$ cat src/rtl/buzzer_arbiter_pkg.sv
// Shared types and constants for the buzzer arbiter and its button conditioning.
package buzzer_arbiter_pkg;

  localparam int NUM_BTN = 4;

  typedef enum logic [2:0] {
    IDLE   = 3'd0,
    ARMED  = 3'd1,
    LOCKED = 3'd2,
    FAULT  = 3'd3,
    REARM  = 3'd4
  } state_e;

  // Number of simultaneous rising edges; ARMED needs exactly one to pick a winner.
  function automatic logic [2:0] count_ones(input logic [NUM_BTN-1:0] v);
    logic [2:0] n;
    n = '0;
    for (int i = 0; i < NUM_BTN; i++) n = n + 3'(v[i]);
    return n;
  endfunction

endpackage

$ cat src/rtl/btn_debounce.sv
// One push-button: 2-flop synchronizer, stability counter, debounced level and rise pulse.
module btn_debounce #(
  parameter int DEB_CYCLES = 4
) (
  input  logic clk,
  input  logic rst,
  input  logic btn_raw_i,
  output logic level_o,
  output logic rise_o
);

  localparam int CW = $clog2(DEB_CYCLES + 1);

  logic          sync1_q, sync2_q;
  logic          level_q, level_d;
  logic          prev_q;
  logic [CW-1:0] cnt_q, cnt_d;

  // NOTE: every always_comb output gets a default first so no path leaves it unassigned (no latch).
  always_comb begin
    level_d = level_q;
    cnt_d   = '0;
    if (sync2_q != level_q) begin
      if (cnt_q == CW'(DEB_CYCLES - 1)) begin
        level_d = ~level_q;
      end else begin
        cnt_d = cnt_q + CW'(1);
      end
    end
  end

  // NOTE: sequential state uses non-blocking assignments so all flops update from pre-edge values.
  always_ff @(posedge clk) begin
    if (rst) begin
      sync1_q <= 1'b0;
      sync2_q <= 1'b0;
      level_q <= 1'b0;
      prev_q  <= 1'b0;
      cnt_q   <= '0;
    end else begin
      sync1_q <= btn_raw_i;
      sync2_q <= sync1_q;
      level_q <= level_d;
      prev_q  <= level_q;
      cnt_q   <= cnt_d;
    end
  end

  assign level_o = level_q;
  assign rise_o  = level_q & ~prev_q;

endmodule

$ cat src/rtl/buzzer_arbiter.sv
// First-press arbiter in front of the one-hot decoder: conditions buttons, picks one winner.
module buzzer_arbiter
  import buzzer_arbiter_pkg::*;
#(
  parameter int DEB_CYCLES  = 4,
  parameter int LOCK_CYCLES = 0
) (
  input  logic               clk,
  input  logic               rst,
  input  logic [NUM_BTN-1:0] btn_raw,
  input  logic               arm,
  input  logic               clear,
  output logic [NUM_BTN-1:0] btn_out,
  output logic               invalid,
  output logic               armed,
  output logic               locked
);

  localparam int LW = (LOCK_CYCLES > 0) ? $clog2(LOCK_CYCLES + 1) : 1;

  logic [NUM_BTN-1:0] level, rise;
  logic               all_low;
  logic [2:0]         rise_n;

  for (genvar i = 0; i < NUM_BTN; i++) begin : g_btn
    btn_debounce #(.DEB_CYCLES(DEB_CYCLES)) u_deb (
      .clk      (clk),
      .rst      (rst),
      .btn_raw_i(btn_raw[i]),
      .level_o  (level[i]),
      .rise_o   (rise[i])
    );
  end

  assign all_low = ~|level;
  assign rise_n  = count_ones(rise);

  state_e             state_q, state_d;
  logic [NUM_BTN-1:0] btn_out_q, btn_out_d;
  logic [LW-1:0]      lock_cnt_q, lock_cnt_d;
  logic               lock_done;

  assign lock_done = (LOCK_CYCLES > 0) && (lock_cnt_q == LW'(LOCK_CYCLES - 1));

  always_comb begin
    state_d    = state_q;
    btn_out_d  = '0;
    lock_cnt_d = '0;
    case (state_q)
      IDLE:   if (arm) state_d = all_low ? ARMED : REARM;
      REARM:  if (clear) state_d = IDLE;
              else if (all_low) state_d = ARMED;
      ARMED:  if (clear) state_d = IDLE;
              else if (rise_n == 3'd1) begin
                state_d   = LOCKED;
                btn_out_d = rise;
              end else if (rise_n > 3'd1) state_d = FAULT;
      LOCKED: if (clear) state_d = IDLE;
              else if (lock_done) state_d = REARM;
              else begin
                btn_out_d  = btn_out_q;
                lock_cnt_d = (LOCK_CYCLES > 0) ? lock_cnt_q + LW'(1) : '0;
              end
      FAULT:  if (clear) state_d = IDLE;
      default: state_d = IDLE;
    endcase
  end

  // Outputs are registered from the next state so they change on the transition edge.
  always_ff @(posedge clk) begin
    if (rst) begin
      state_q    <= IDLE;
      btn_out_q  <= '0;
      lock_cnt_q <= '0;
      invalid    <= 1'b1;
      armed      <= 1'b0;
      locked     <= 1'b0;
    end else begin
      state_q    <= state_d;
      btn_out_q  <= btn_out_d;
      lock_cnt_q <= lock_cnt_d;
      invalid    <= !(state_d == ARMED || state_d == LOCKED);
      armed      <= (state_d == ARMED);
      locked     <= (state_d == LOCKED);
    end
  end

  assign btn_out = btn_out_q;

endmodule

$ cat config.mk
export PLATFORM = sky130hd
export DESIGN_NAME = buzzer_arbiter
export DESIGN_NICKNAME = d
export VERILOG_FILES = /design/src/rtl/buzzer_arbiter_pkg.sv /design/src/rtl/btn_debounce.sv /design/src/rtl/buzzer_arbiter.sv
export SDC_FILE = /design/constraint.sdc
export NUM_CORES = 1
export LEC_CHECK = 0
export CAP_MARGIN = 10
export CORE_UTILIZATION = 45
export DETAILED_ROUTE_END_ITERATION = 10
export PLACE_DENSITY_LB_ADDON = 0.15
export SETUP_SLACK_MARGIN = 0.02
export SLEW_MARGIN = 10
export SYNTH_ARGS = -nofsm -noshare
export SYNTH_HDL_FRONTEND = slang
export SYNTH_SLANG_ARGS = --single-unit
$ cat constraint.sdc
create_clock -name clk -period 2.7 [get_ports clk]
set_input_delay 0.81 -clock clk [delete_from_list [all_inputs] [get_ports clk]]
set_output_delay 0.81 -clock clk [all_outputs]
set_load 0.02 [all_outputs]
# ---- Yosys cells after proc, flatten, opt, wreduce, memory -nomap -nowiden
# Index checks and enable logic that the tools add are counted.
dict set report word_totals {
  regBits 38
  out_inout_bits 7
}
dict set report op_classes {
  add_sub_neg 7
  magnitude_cmp 1
  n_eq_ne 16
  n_mux 13
  bitwise 16
  reduce_logical 13
}
# cell count
set ops {}
lappend ops {{2-to-1 mux 3 bit} 8}
lappend ops {{equality test 3 x 2 -> 1 bit, second input constant} 7}
lappend ops {{adder 3 x 1 -> 3 bit, second input constant} 4}
lappend ops {{2-to-1 mux 4 bit} 3}
lappend ops {{NOT 1 bit} 12}
lappend ops {{one-hot mux 3 bit (4 select lines)} 1}
lappend ops {{OR reduction 3 bit} 4}
lappend ops {{equality test 3 x 1 -> 1 bit, second input constant} 3}
lappend ops {{one-hot mux 4 bit (2 select lines)} 1}
lappend ops {{AND reduction 2 bit} 4}
lappend ops {{bitwise AND 1 bit} 4}
lappend ops {{!= test 1 bit} 4}
lappend ops {{OR reduction 4 bit} 1}
lappend ops {{adder 2 x 1 -> 3 bit} 1}
lappend ops {{adder 3 x 1 -> 3 bit} 1}
lappend ops {{equality test 3 bit, second input constant} 1}
lappend ops {{> comparator 3 x 1 -> 1 bit, second input constant} 1}
lappend ops {{logical NOT 3 bit} 1}
lappend ops {{adder 1 x 1 -> 2 bit} 1}
lappend ops {{!= test 2 bit, second input constant} 1}
lappend ops {{OR reduction 2 bit} 1}
lappend ops {{logical NOT 1 bit} 1}
lappend ops {{logical OR 1 bit} 1}

# ---- Logic depth before layout (Yosys ltp)
dict set report logic_depth {
  word_depth 13
  ltp_mapped 9
  mapped_depth_nobuf 9
}

# ---- By module
# Synthesis repeated with hierarchy kept, for this count alone.
dict set report hier_totals {
  cells_unflattened 134
  area_unflattened_um2 1470.2
}
# module instances cells_per_inst area_each_um2
set modules_own_cells {}
lappend modules_own_cells {btn_debounce 4 20 244.0}
lappend modules_own_cells {buzzer_arbiter 1 54 494.2}

# ---- Worst setup path before layout
# No wires, ideal clock.
dict set report synth_timing {
  path_type {reg-to-reg}
  from {reg g_btn[1].u_deb.level_q}
  to {reg btn_out_q[0], in the netlist btn_out[0]}
  arrival_time_ns 2.566
  required_time_ns 2.634
  slack_ns 0.068
  stages_incl_launch_ff 10
  path_cell_list {dfxtp_1 > nor2b_1 > fa_1 > ha_1 > inv_1 > ha_1 > or4b_4 > nor4b_4 > a22oi_1 > nor2_1}
}
dict set report synth_via {
  elab_chain_len 8
}
# item line_no
set synth_rtl {}
lappend synth_rtl {{start: declaration} btn_debounce.sv:15} ;# logic level_q, level_d;
lappend synth_rtl {{start signal: assignment} btn_debounce.sv:43} ;# level_q <= level_d;
lappend synth_rtl {{bitwise AND 1 bit} btn_debounce.sv:50} ;# assign rise_o = level_q & ~prev_q;
lappend synth_rtl {{adder 1 x 1 -> 2 bit} buzzer_arbiter_pkg.sv:18} ;# for (int i = 0; i < NUM_BTN; i++) n = n + 3'(v[i]);
lappend synth_rtl {{adder 2 x 1 -> 3 bit} buzzer_arbiter_pkg.sv:18}
lappend synth_rtl {{adder 3 x 1 -> 3 bit} buzzer_arbiter_pkg.sv:18}
lappend synth_rtl {{equality test 3 x 1 -> 1 bit} buzzer_arbiter.sv:54} ;# else if (rise_n == 3'd1) begin
lappend synth_rtl {{2-to-1 mux 4 bit} buzzer_arbiter.sv:54}
lappend synth_rtl {{2-to-1 mux 4 bit} buzzer_arbiter.sv:53} ;# ARMED: if (clear) state_d = IDLE;
lappend synth_rtl {{one-hot mux 4 bit (2 select lines)} buzzer_arbiter.sv:49} ;# case (state_q)
lappend synth_rtl {{end signal: assignment} buzzer_arbiter.sv:80} ;# btn_out_q <= btn_out_d;
lappend synth_rtl {{end: declaration} buzzer_arbiter.sv:39} ;# logic [NUM_BTN-1:0] btn_out_q, btn_out_d;
# Every way passes these cells.
# A chain may end at the register's enable or synchronous reset.

# ---- Final worst setup path
dict set report layout_timing {
  from {reg g_btn[1].u_deb.level_q}
  to {reg btn_out_q[3], in the netlist btn_out[3]}
}
# The elaborated chain is that of the path after synthesis.

==> results.md <==
* Status: finished, final reports clean
* Worst Setup Path Type: flip-flop to flip-flop
* PnR worst setup slack at 0.1329 ns
* Clock buffer depth at 2
* Die ar. at 3494 um2
* Detail Placement HPWL at 1751 um
* Final GP Congestion at 0.7047
* Number of global-route vias before repair at 995
* Die Ht at 59.11 um
* Commonest non-fill, non-tap cell in the layout: dfxtp_1
* Endpoints failing hold at 0
* Via/cell ratio at 4.797
* Period utilization at 95.08%
* YS warnings at 0
* Clk slew on worst S/H paths at 0.10 ns
* Setup slack at placement at -0.07757 ns
* Num rows at 20
* Commonest cells after routing, fill and taps aside: 36 x dfxtp_1, 23 x nor2_1, 14 x clkdlybuf4s50_1
* Clock root cell: clkbuf_4
* Reg2reg start: g_btn[1].u_deb.level_o
* Yosys reg bits at 38
* Sink Count at 38
* Ant. Diodes at 0
* Global-route wire length before repair at 3988 um
* Worst path required time at 2.98 ns
* CTS tree: built
* DR WL/cell at 10.97 um
* Top cells by area, synth: dfxtp_1 52%, ha_1 9.4%, nor2b_1 6.8%
* Crit. Startpoint: g_btn[1].u_deb.level_o
* Register area share after synthesis at 51.83%
* Share of layout cells above drive strength 1 at 17.26%
* DRC viols at 0
* Post-synth EDFFs at 0
* Post-Place Cells at 203
* Fin crit period at 2.567 ns
* Worst Setup Start Kind: flip-flop
* Final antenna-violating net count at 0
* CP max FO at 4
* Port bufs at 14
* Ys flop type: dfxtp_1
* Clk_skew at 0.004592 ns
* Core area at 3078 um2
* Largest net degree at the start of global routing at 15
* Synth unique cells at 27
* Die width at 59.11 um
* Share of the synthesized area in the top cell type at 51.83%
* Worst rel slew slack at 58.52%
* Initial Utilization at 47.68%
* Critical path arrival at 2.85 ns
* Worst-Margin Slew at 0.6136 ns
* HP Class: flip-flop to flip-flop
* Initial antenna violation count at 0
* CTS H-tree lvls at 2
* Peak supply drop at 0.3336 mV
* HP Start: g_btn[2].u_deb.cnt_q[0]
* Mean Syn Cell Area at 10.48 um2
* Fillers at 279
* Maximum clock rate at 389.5 MHz
* Top Ports at 15
* Fraction of registers with async set/reset at 0%
* Crit end category: flip-flop
* MaxCap Viol Count at 0
* Cells after synthesis at 140
* Final slew viol count at 0
* Detailed Routing Iterations Pass 1 at 4
* Layout Nets at 187
* Area delta synth->final at 24.38%
* Post-Route WL at 2325 um
* GRT Total Usage at 16.13%
* Pwr dens at 544.2 nW/um2
* Fin cells at 212
* Total CTS buffers at 5
* Initial drt markers at 35
* Vias at 1017
* Netlist Area Pre-Place at 1468 um2
* Final setup viols at 0
* Mapped Nets at 160
* Unrepaired setup endpoints after global routing: true
* Clock latency on the worst-skew pair at 0.34 ns
* Total grt overflow at 0
* Synth area leader: dfxtp_1
* LEAKAGE at 0.7282 nW
* Fin util at 59.31%
## cell type report
cell class,count,area (um2),area share [%]
Clock inverter,1,30.03,1.645
Multi-Input combinational cell,87,683.2,37.42
Tap cell,44,55.05,3.016
Clock buffer,7,45.04,2.467
Sequential cell,38,763.2,41.81
Inverter,13,48.80,2.673
Timing Repair Buffer,22,200.2,10.97
## cells by family (layout without fill, tap and decap cells)
kind of cell / after synthesis / count (layout) / share of synthesized area, %
DFF: 38 / 38 / 51.83
adders and majority gates: 12 / 12 / 10.74
muxes: 4 / 4 / 2.728
xor gates and xnor gates: 4 / 4 / 2.387
and+or+nand+nor: 57 / 57 / 23.02
AOI/OAI and AO/OA: 10 / 10 / 5.456
buffers and inverters: 15 / 43 / 3.837
## through the flow
stage | instance area [um2] | setup TNS (ns) | hold WS [ns] | total power [W]
floorplan | 1468 | 0 | 0.3990 | 0.0006151
global placement | 1708 | 0 | 0.4063 | 0.0006377
detailed placement | 1708 | -0.2000 | 0.4125 | 0.0006398
CTS | 1821 | 0 | 0.4305 | 0.001013
global route | 1826 | -0.009016 | 0.4379 | 0.001043
finish | 1826 | 0 | 0.4288 | 0.0009935
## worst max-delay path, stage by stage (launching register included)
cell	delay, ns
dfxtp_2	0.33
nor2b_4	0.13
fa_1	0.54
ha_2	0.19
inv_2	0.05
ha_4	0.20
or4b_4	0.50
nor4b_4	0.30
a22oi_1	0.14
nor2_1	0.13
## path summary, 6_finish.rpt
check / end / slack (ns) / depth (start not counted)
setup / recovery: btn_out[3] / 0.13 / 9
hold / removal: g_btn[2].u_deb.cnt_q[0] / 0.43 / 1
setup reg to reg: btn_out[3] / 0.13 / 9
hold reg to reg: g_btn[2].u_deb.cnt_q[0] / 0.43 / 1
## cells in the mapped netlist (2+ instances only)
library cell	n
nand2b_1	2
or2_2	2
nor2b_1	16
clkbuf_1	2
inv_1	13
or3_1	4
xnor2_1	4
and2_1	2
nor2_1	23
dfxtp_1	38
a22oi_1	4
o2111ai_1	2
ha_1	11
mux2i_1	4
## sequential cells by signal, summed over array words and instances, names as in the netlist
register and cells:
g_btn.u_deb.cnt_q 12, g_btn.u_deb.level_o 4, invalid 1, g_btn.u_deb.sync2_q 4, locked 1, g_btn.u_deb.prev_q 4, g_btn.u_deb.sync1_q 4, btn_out 4
state_q 3, armed 1
## timing repair
action | CTS | global route
setup buffers | 1 | 0
gates resized for setup | 9 | 1
hold buffers | 0 | 0
endpoints found under the setup margin | 4 | 4
pin swaps | 5 | 2
## power breakdown
part | total, W | leakage, nW | switching (W) | internal, W
registers | 0.000577 | 0.310 | 0.00000555 | 0.000571
logic | 0.0000498 | 0.379 | 0.0000226 | 0.0000272
clock network | 0.000367 | 0.0395 | 0.000170 | 0.000196
## metal layers
layer  global-route usage (%)  share of wire (%)  vias up
met4                    12.24                5.3        0
met2                    26.62                 48       19
li1                         -                  -      513
met1                    15.82                 43      471
met3                    7.205                3.5       14
met5                        0                  0        -
Note: power is estimated with default switching activity, not from simulation.
